### src/rtl/dmem_store_buffer_pkg.sv
// dmem_store_buffer_pkg: shared entry type and address width for the data-memory store buffer
package dmem_store_buffer_pkg;

    localparam int SB_ADDR_W = 30;

    typedef struct packed {
        logic [SB_ADDR_W-1:0] addr;
        logic [31:0]          wd;
        logic [3:0]           mask;
    } sb_entry_t;

endpackage

### src/rtl/dmem_store_buffer_sb_fifo.sv
// dmem_store_buffer_sb_fifo: register FIFO of pending stores with a parallel word-address hit compare
module dmem_store_buffer_sb_fifo
    import dmem_store_buffer_pkg::*;
#(
    parameter int DEPTH = 4
) (
    input  logic                 clk,
    input  logic                 rst_n,
    input  logic                 push,
    input  sb_entry_t            push_entry,
    input  logic                 pop,
    input  logic [SB_ADDR_W-1:0] query_addr,
    output logic                 full,
    output logic                 empty,
    output sb_entry_t            head,
    output logic                 hit
);

    localparam int PW = $clog2(DEPTH);
    localparam int CW = PW + 1;

    sb_entry_t        mem_q [DEPTH];
    sb_entry_t        mem_d [DEPTH];
    logic [DEPTH-1:0] valid_q, valid_d;
    logic [PW-1:0]    head_q, head_d, tail_q, tail_d;
    logic [CW-1:0]    count_q, count_d;

    assign full  = count_q == CW'(DEPTH);
    assign empty = count_q == '0;
    assign head  = mem_q[head_q];

    // Next-state: pop frees the head slot, push fills the tail slot; both may happen together
    always_comb begin
        mem_d   = mem_q;
        valid_d = valid_q;
        head_d  = head_q;
        tail_d  = tail_q;
        if (pop) begin
            valid_d[head_q] = 1'b0;
            head_d          = head_q + PW'(1);
        end
        if (push) begin
            mem_d[tail_q]   = push_entry;
            valid_d[tail_q] = 1'b1;
            tail_d          = tail_q + PW'(1);
        end
        count_d = count_q + CW'(push) - CW'(pop);
    end

    // Any valid entry holding the queried word is a hit
    always_comb begin
        hit = 1'b0;
        for (int i = 0; i < DEPTH; i++)
            hit = hit | (valid_q[i] && mem_q[i].addr == query_addr);
    end

    // FIFO state registers; reset discards every pending store
    always_ff @(posedge clk or negedge rst_n) begin
        if (!rst_n) begin
            for (int i = 0; i < DEPTH; i++) mem_q[i] <= '0;
            valid_q <= '0;
            head_q  <= '0;
            tail_q  <= '0;
            count_q <= '0;
        end else begin
            for (int i = 0; i < DEPTH; i++) mem_q[i] <= mem_d[i];
            valid_q <= valid_d;
            head_q  <= head_d;
            tail_q  <= tail_d;
            count_q <= count_d;
        end
    end

endmodule

### src/rtl/dmem_store_buffer.sv
// dmem_store_buffer: posted-write store buffer arbitrating the L1 data port between loads and drains
module dmem_store_buffer
    import dmem_store_buffer_pkg::*;
#(
    parameter int DEPTH       = 4,
    parameter int LOAD_STREAK = 4
) (
    input  logic        clk,
    input  logic        rst_n,
    input  logic        core_req,
    input  logic        core_we,
    input  logic [31:0] core_addr,
    input  logic [31:0] core_wd,
    input  logic [3:0]  core_mask,
    output logic [31:0] core_rd,
    output logic        core_wait,
    output logic        mem_req,
    output logic        mem_we,
    output logic [31:0] mem_addr,
    output logic [31:0] mem_wd,
    output logic [3:0]  mem_mask,
    input  logic [31:0] mem_rd,
    input  logic        mem_wait,
    output logic        sb_empty
);

    localparam int SW = $clog2(LOAD_STREAK + 1);

    logic          load, store, full, empty, hit, blocked, load_owns, drain, push, pop;
    sb_entry_t     head, push_entry;
    logic [SW-1:0] streak_q, streak_d;

    assign push_entry = '{addr: core_addr[31:2], wd: core_wd, mask: core_mask};

    dmem_store_buffer_sb_fifo #(.DEPTH(DEPTH)) u_sb_fifo (
        .clk        (clk),
        .rst_n      (rst_n),
        .push       (push),
        .push_entry (push_entry),
        .pop        (pop),
        .query_addr (core_addr[31:2]),
        .full       (full),
        .empty      (empty),
        .head       (head),
        .hit        (hit)
    );

    // Port arbitration and output muxing: a missing load owns the port unless its streak is exhausted
    always_comb begin
        load      = core_req && !core_we;
        store     = core_req && core_we;
        blocked   = streak_q == SW'(LOAD_STREAK) && !empty;
        load_owns = load && !hit && !blocked;
        drain     = !load_owns && !empty;
        push      = store && !full;
        pop       = drain && !mem_wait;
        mem_req   = load_owns || drain;
        mem_we    = drain;
        mem_addr  = load_owns ? core_addr : drain ? {head.addr, 2'b00} : '0;
        mem_wd    = drain ? head.wd : '0;
        mem_mask  = drain ? head.mask : '0;
        core_rd   = load_owns ? mem_rd : '0;
        core_wait = store ? full : load ? (load_owns ? mem_wait : 1'b1) : 1'b0;
        sb_empty  = empty;
    end

    // Streak counts load-owned cycles while stores wait; any drain or an empty buffer clears it
    always_comb begin
        streak_d = streak_q;
        if (empty || drain)
            streak_d = '0;
        else if (load_owns && streak_q != SW'(LOAD_STREAK))
            streak_d = streak_q + SW'(1);
    end

    // Streak register
    always_ff @(posedge clk or negedge rst_n) begin
        if (!rst_n) streak_q <= '0;
        else        streak_q <= streak_d;
    end

endmodule

### config.mk
export PLATFORM = sky130hd
export DESIGN_NAME = dmem_store_buffer
export DESIGN_NICKNAME = d
export VERILOG_FILES = /design/src/rtl/dmem_store_buffer_pkg.sv /design/src/rtl/dmem_store_buffer_sb_fifo.sv /design/src/rtl/dmem_store_buffer.sv
export SDC_FILE = /design/constraint.sdc
export NUM_CORES = 1
export LEC_CHECK = 0
export BUFFER_PORTS_ARGS = -buffer_cell sky130_fd_sc_hd__buf_2
export CORE_MARGIN = 10
export CORE_UTILIZATION = 52
export CTS_CLUSTER_DIAMETER = 30
export DETAILED_ROUTE_END_ITERATION = 7
export GPL_TIMING_DRIVEN = 0
export PLACE_DENSITY_LB_ADDON = 0.25
export SYNTH_ARGS = -nofsm -noshare
export SYNTH_HDL_FRONTEND = slang
export SYNTH_HIERARCHICAL = 1
export SYNTH_SLANG_ARGS = --single-unit
### constraint.sdc
create_clock -name clk -period 3.1 [get_ports clk]
set_input_delay 0.62 -clock clk [delete_from_list [all_inputs] [get_ports clk]]
set_output_delay 0.62 -clock clk [all_outputs]
set_load 0.02 [all_outputs]
==> key figures, run 1 <==
Outcome
  • Outcome: complete, but fails checks
  • Violated checks: setup timing

Detailed routing
  • DR vias/cell: 5.454
  • Final wirelength: 39630 um
  • Starting DRT DRC Count: 597
  • ANT nets after route: 0
  • Vias: just under 10000
  • TritonRoute pass-1 iters: 4
  • Drt drc: 0
  • Wire per inst: about 23 um

Die
  • Num rows: 61
  • Initial core utilization: 0.5288
  • # IOs: 209
  • Die H: between 150 and 200 um
  • CORE AREA: between 20000 and 30000 um2
  • Die X: 188.3 um
  • Full die area: 35460 um2

Yosys
  • Synth warn: 6
  • Yosys top cell by area: dfrtp_1
  • Cells after Synth: 1037
  • Register bit count reported by yosys: 278
  • Synth Net Count: 1155
  • Syn Area/Cell: 14.20 um2
  • Count of cell types in the netlist: 33
  • Top cells by area, synth: dfrtp_1 47%, mux2_2 19%, mux4_2 10%
  • Share of the synthesized area in the top cell type: 0.4723
  • Post-Syn Area: 14730 um2
  • Post-synthesis sequential area ratio: 0.4723

STA
  • Max-slew headroom: 0.5109
  • Pins over their slew limit: 0
  • Fin crit share: 1.187
  • Final worst-path setup slack: -0.5809 ns
  • Clock period minus worst slack: around 3.7 ns
  • Final setup TNS: -48.86 ns
  • Worst hold slack: 0.02334 ns
  • Worst Max-Slew Pin Slew: around 0.73 ns
  • RSZ-0062 raised after global routing: true
  • Final Hold Violating Endpoints: 0
  • Fmax: 271.7 MHz
  • Final setup viols: roughly 110
  • Max Clock Skew: 0.02468 ns

Clocking
  • Clk sink count: approximately 280
  • CTS Buffer Depth: 3
  • Worst skew pair latency: 0.58 ns
  • CTS tree: yes
  • Clk pin slew, worst setup/hold paths: 0.05 ns
  • Number of CTS-inserted buffers: 60
  • Root Buffer: clkbuf_16
  • CTS Hold Bufs: 0
  • # H-tree levels: 2

Placed design
  • Hpwl dp: 26750 um
  • GP Congestion: 0.8639
  • Port buffer count: 208
  • Placed Area: around 16000 um2
  • Placed cell count: ~1600

Finish
  • Finished Cell Area: 19820 um2
  • Final std cells w/o fill: 1761
  • Layout Nets: 1450
  • Filler cells: about 1900
  • Area grow syn2layout: 34.53%
  • Share of cells above drive strength 1: 0.6152

Global routing
  • Total track usage: 0.2203
  • Vias in the first global route: around 11000
  • First-pass GRT wire length: 61880 um
  • Largest net degree at the start of global routing: 107
  • Initial antenna violation count: 4
  • Grt total ovfl: 0

Power and ir drop
  • P_int: 0.01619 W
  • Switching share of power: 0.3267
  • Leak Pwr: approximately 9.0 nW
  • Maximum resistive drop on vdd: 0.8137 mV
  • Power share of the clock group: 0.276
  • Switching power total: roughly 0.008 W
  • Reg power frac: 0.283
  • Combinational Power Share: 0.441
  • PD cells: 1213 nW/um2
  • Overall Power: 0.02405 W

Worst setup path
  • Critical path class: reg -> out
  • Required time of the critical path: 2.48 ns
  • CP max FO: 7
  • Critical Path End Type: primary output
  • Crit path DAT: 3.06 ns
  • Worst setup SP type: flop

Hold path
  • Worst Hold Class: in -> async

Job
  • Max-Cap Viols: 0
## kinds of logic after synthesis
logic type / share of synthesized area
mux: 0.3323
xor+xnor: 0.07432
flops: 0.4723
simple gates: 0.06957
buf+inv: 0.03661
compound gates: 0.003398
fa+ha+maj: 0.01155
## through the flow
step | util | setup WS [ns]
final | 0.7113 | -0.5809
after CTS | 0.7022 | -0.6175
after floorplan | - | -0.08210
after global routing | 0.7112 | -0.6218
after detailed placement | 0.5879 | -1.009
after global placement | 0.5856 | -3.876
## worst max-delay path: stages (launching register included)
cell,delay (ns)
dfrtp_1,0.41
xnor2_2,0.27
nand4_1,0.16
nor4_1,0.28
nand4_1,0.13
nand4_1,0.24
nor3b_4,0.09
o21ai_4,0.10
buf_12,0.18
clkbuf_16,0.16
mux2_4,0.30
buf_6,0.13
## layout by cell type (no fill, tap or decap), drive strengths merged
cell type    n
mux2       294
buf        283
dfrtp      278
clkbuf      98
xnor2       79
and2        70
mux4        66
xor2        46
nor2b       31
nand4       25
nand2       20
inv         17
clkinv      16
nor4        16
ha          12
bufinv      10
clkinvlp     4
diode        3
nor3         3
nor3b        3
o21ai        3
o21a         1
a21oi        1
nor2         1
nand2b       1
o221a        1
fa           1
## cell type report
| type | count | area [um2] | share of cell area |
|---|---|---|---|
| clock buffers | 74 | 1624 | 0.08195 |
| repair buffers | 235 | 1881 | 0.09490 |
| multi-input cells | 674 | 7687 | 0.3879 |
| diodes | 3 | 7.507 | 0.0003788 |
| well taps | 378 | 473.0 | 0.02387 |
| plain buffers | 72 | 631.9 | 0.03189 |
| inverters | 11 | 41.29 | 0.002084 |
| clock inverters | 36 | 514.2 | 0.02595 |
| flip-flops and latches | 278 | 6957 | 0.3511 |
## Yosys cell counts (all sizes together)
library cell / instances
and2: 70
o21a: 1
dfrtp: 278
a21oi: 1
ha: 12
xnor2: 79
mux2: 294
nor2b: 31
fa: 1
o221a: 1
nor3b: 3
xor2: 46
buf: 50
o21ai: 3
nor4: 16
clkbuf: 24
nor3: 3
nand2: 20
inv: 11
mux4: 66
nor2: 1
nand4: 25
nand2b: 1
## power groups by stage
stage	clock, W	combinational [W]	sequential (W)
2_1_floorplan	0	0.00676	0.00634
3_3_place_gp	0	0.00882	0.00664
6_report	0.00663	0.0106	0.00680
5_1_grt	0.00692	0.0113	0.00701
4_1_cts	0.00672	0.0105	0.00673
3_5_place_dp	0	0.00899	0.00672
## sequential cells by signal, indices dropped and copies added, names as in the netlist
register           cells
u_sb_fifo/mem_q      264
u_sb_fifo/valid_q      4
streak_q               3
u_sb_fifo/count_q      3
u_sb_fifo/head_q       2
u_sb_fifo/tail_q       2
## routing by layer
metal / up-vias / GRT usage / share of wire
met5: - / 0 / 0.00045
met4: 2 / 0.06563 / 0.019
met3: 52 / 0.05041 / 0.054
met2: 238 / 0.3709 / 0.50
met1: 4985 / 0.2781 / 0.43
li1: 4328 / - / -
## final timing paths
check	from	to	slack, ns	cells past startpoint
worst max register to register	u_sb_fifo/mem_q[63]$_DFFE_PN0P_	u_sb_fifo/count_q[2]$_DFF_PN0_	-0.40	17
worst min register to register	streak_q[0]$_DFFE_PN0P_	streak_q[0]$_DFFE_PN0P_	0.47	1
min in group clk	core_mask[2]	u_sb_fifo/mem_q[200]$_DFFE_PN0P_	0.31	2
worst min-delay path	rst_n	streak_q[2]$_DFFE_PN0P_	0.02	1
max in group asynchronous	rst_n	u_sb_fifo/mem_q[184]$_DFFE_PN0P_	2.08	2
worst max-delay path	u_sb_fifo/mem_q[63]$_DFFE_PN0P_	mem_addr[8]	-0.58	11
## timing repair
item	CTS	global route
setup buffers	11	8
cloned	6	1
endpoints found under the setup margin	105	111
gates resized for setup	240	51
endpoints found under the hold margin	0	0
pin swaps	43	29
Note: power is estimated with default switching activity, not from simulation.
==> run 2: changes to the inputs <==
--- a/config.mk
+++ b/config.mk
@@ -6,7 +6,6 @@
 export NUM_CORES = 1
 export LEC_CHECK = 0
 export BUFFER_PORTS_ARGS = -buffer_cell sky130_fd_sc_hd__buf_2
-export CORE_MARGIN = 10
 export CORE_UTILIZATION = 52
 export CTS_CLUSTER_DIAMETER = 30
 export DETAILED_ROUTE_END_ITERATION = 7
==> key figures, run 2 (same netlist as run 1, synthesis figures left out) <==
Outcome
  • Outcome: complete, but fails checks
  • Violated checks: setup timing

Hold path
  • Worst Hold Class: in -> async

STA
  • Worst hold slack: 0.1263 ns (+0.1029 ns)
  • Fmax: 261.8 MHz (-3.6%)
  • RSZ-0062 raised after global routing: true
  • Worst Max-Slew Pin Slew: 0.8867 ns (+0.1531 ns)
  • Final setup viols: 111 (+5.7%)
  • Final Hold Violating Endpoints: 0 (unchanged)
  • Max-slew headroom: 0.4089 (-0.1020)
  • Final worst-path setup slack: -0.7200 ns (-0.1391 ns)
  • Fin crit share: 1.232 (+0.04488)
  • Clock period minus worst slack: 3.820 ns (+0.1391 ns)
  • Max Clock Skew: 0.02748 ns (+0.002798 ns)
  • Pins over their slew limit: 0 (unchanged)

Worst setup path
  • Required time of the critical path: 2.48 ns (about the same)
  • Crit path DAT: 3.20 ns (+0.14 ns)
  • CP max FO: 5 (-2)
  • Worst setup SP type: flop
  • Critical Path End Type: primary output
  • Critical path class: reg -> out

Finish
  • Commonest cells after routing, fill and taps aside: 278 x dfrtp_1, 248 x mux2_2, 156 x buf_2, 81 x buf_6, 70 x clkbuf_16
  • Area grow syn2layout: 36.18%
  • Most flop-heavy register: u_sb_fifo/mem_q
  • Layout Nets: 1455 (+0.34%)
  • Largest registers: u_sb_fifo/mem_q x264, u_sb_fifo/valid_q x4
  • Final std cells w/o fill: 1768 (+0.40%)
  • Commonest non-fill, non-tap cell in the layout: dfrtp_1
  • Finished Cell Area: 20060 um2 (+1.2%)
  • Max reg flops: 264 (unchanged)
  • Share of cells above drive strength 1: 0.6004 (-0.01479)

Power and ir drop
  • Switching share of power: 0.3208 (-0.005852)
  • Overall Power: 0.02508 W (+4.3%)
  • Combinational Power Share: 0.420 (-0.021)
  • Switching power total: 0.008045 W (+2.4%)
  • P_int: 0.01703 W (+5.2%)
  • Maximum resistive drop on vdd: 0.7757 mV (-4.7%)
  • Power share of the clock group: 0.309 (+0.033)
  • PD cells: 1250 nW/um2 (+3.0%)
  • Reg power frac: 0.271 (-0.012)
  • Leak Pwr: 9.108 nW (+1.4%)

Placed design
  • Placed Area: 16380 um2 (unchanged)
  • Port buffer count: 208 (unchanged)
  • Dpl ws: -1.008 ns (+0.001470 ns)
  • Placed cell count: 1625 (unchanged)
  • GP Congestion: 0.8907 (+3.1%)
  • Hpwl dp: 24610 um (-8.0%)

Die
  • Die H: 170.3 um (-9.6%)
  • Die X: 170.3 um (-9.6%)
  • # IOs: 209 (unchanged)
  • Initial core utilization: 0.5288 (unchanged)
  • CORE AREA: 27860 um2 (unchanged)
  • Full die area: 29010 um2 (-18%)
  • Num rows: 61 (unchanged)

Detailed routing
  • Wire per inst: 21.27 um (-5.5%)
  • DR vias/cell: 5.501 (+0.86%)
  • TritonRoute pass-1 iters: 4 (unchanged)
  • Vias: 9726 (+1.3%)
  • Final wirelength: 37610 um (-5.1%)
  • ANT nets after route: 0 (unchanged)
  • Drt drc: 0 (unchanged)
  • Starting DRT DRC Count: 428 (-28%)

Global routing
  • Vias in the first global route: 10420 (-2.1%)
  • Largest net degree at the start of global routing: 110 (+2.8%)
  • First-pass GRT wire length: 58810 um (-5.0%)
  • Initial antenna violation count: 5 (+1)
  • Total track usage: 0.2699 (+0.04958)
  • Met3 usage: 0.06302 (+0.01262)
  • Grt total ovfl: 0 (unchanged)
  • GR Util met1: 0.3479 (+0.06984)
  • Met2 GRT Util: 0.4437 (+0.07280)
  • Grt peak-use layer: met2

Clocking
  • Worst skew pair latency: 0.57 ns (about the same)
  • CTS Buffer Depth: 3 (unchanged)
  • CTS Hold Bufs: 0 (unchanged)
  • Number of CTS-inserted buffers: 68 (+13%)
  • Clk sink count: 278 (unchanged)
  • CTS tree: yes
  • # H-tree levels: 3 (+1)
  • Clk pin slew, worst setup/hold paths: 0.04 ns (about the same)
  • Root Buffer: clkbuf_16

Job
  • Max-Cap Viols: 0 (unchanged)
==> run 2: area by class of cell <==
class / instances / area, um2
diodes: 1 / 2.502
plain buffers: 72 / 619.3
clock buffers: 82 / 1854
clock inverters: 40 / 690.7
fillers: 1797 / 7799
inverters: 11 / 41.29
multi-input cells: 674 / 7602
flip-flops and latches: 278 / 6957
well taps: 378 / 473.0
repair buffers: 232 / 1819
==> run 2: per-layer routing <==
metal,part of all wire,vias to the layer above
li1,-,4320
met1,0.42,5039
met2,0.49,278
met3,0.052,81
met4,0.030,8
met5,0.0012,-
==> run 2: per-stage QoR <==
| step | utilization | TNS (ns) |
|---|---|---|
| final | 0.7201 | -64.28 |
| after global routing | 0.7200 | -69.40 |
| after CTS | 0.7117 | -64.26 |
| after detailed placement | 0.5879 | -71.78 |
| after global placement | 0.5856 | -1147.58 |
| after floorplan | - | -0.08965 |
==> run 2: worst paths after layout <==
kind / start / end / slack (ns) / cells after the start
worst max-delay path: u_sb_fifo/mem_q[55]$_DFFE_PN0P_ / mem_addr[13] / -0.72 / 12
worst min-delay path: rst_n / u_sb_fifo/mem_q[196]$_DFFE_PN0P_ / 0.13 / 1
worst max register to register: u_sb_fifo/mem_q[55]$_DFFE_PN0P_ / u_sb_fifo/count_q[2]$_DFF_PN0_ / -0.61 / 18
worst min register to register: streak_q[0]$_DFFE_PN0P_ / streak_q[0]$_DFFE_PN0P_ / 0.49 / 1
max in group asynchronous: rst_n / u_sb_fifo/mem_q[105]$_DFFE_PN0P_ / 1.63 / 3
min in group clk: core_wd[6] / u_sb_fifo/mem_q[208]$_DFFE_PN0P_ / 0.32 / 2
==> run 2: power by group through the flow <==
stage               Combinational [W]  Clock [W]  Sequential [W]
detailed placement            0.00889          0         0.00674
global route                   0.0112    0.00802         0.00702
CTS                            0.0103    0.00783         0.00673
floorplan                     0.00676          0         0.00634
global placement              0.00872          0         0.00664
finish                         0.0105    0.00774         0.00680
==> run 2: repair_timing <==
item,4_1_cts,5_1_grt
setup endpoints to repair,110,112
pin swaps,30,23
cloned,4,0
resized for setup,197,44
buffers inserted,13,5
==> run 2: worst max-delay path: stages, from the launching register on <==
cell     delay [ns]
dfrtp_1        0.42
xnor2_2        0.19
nand4_1        0.18
nor4_2         0.41
nand4_1        0.17
nand4_1        0.24
nor3b_4        0.10
o21ai_4        0.10
buf_12         0.16
buf_12         0.10
buf_12         0.12
mux2_4         0.32
buf_6          0.13
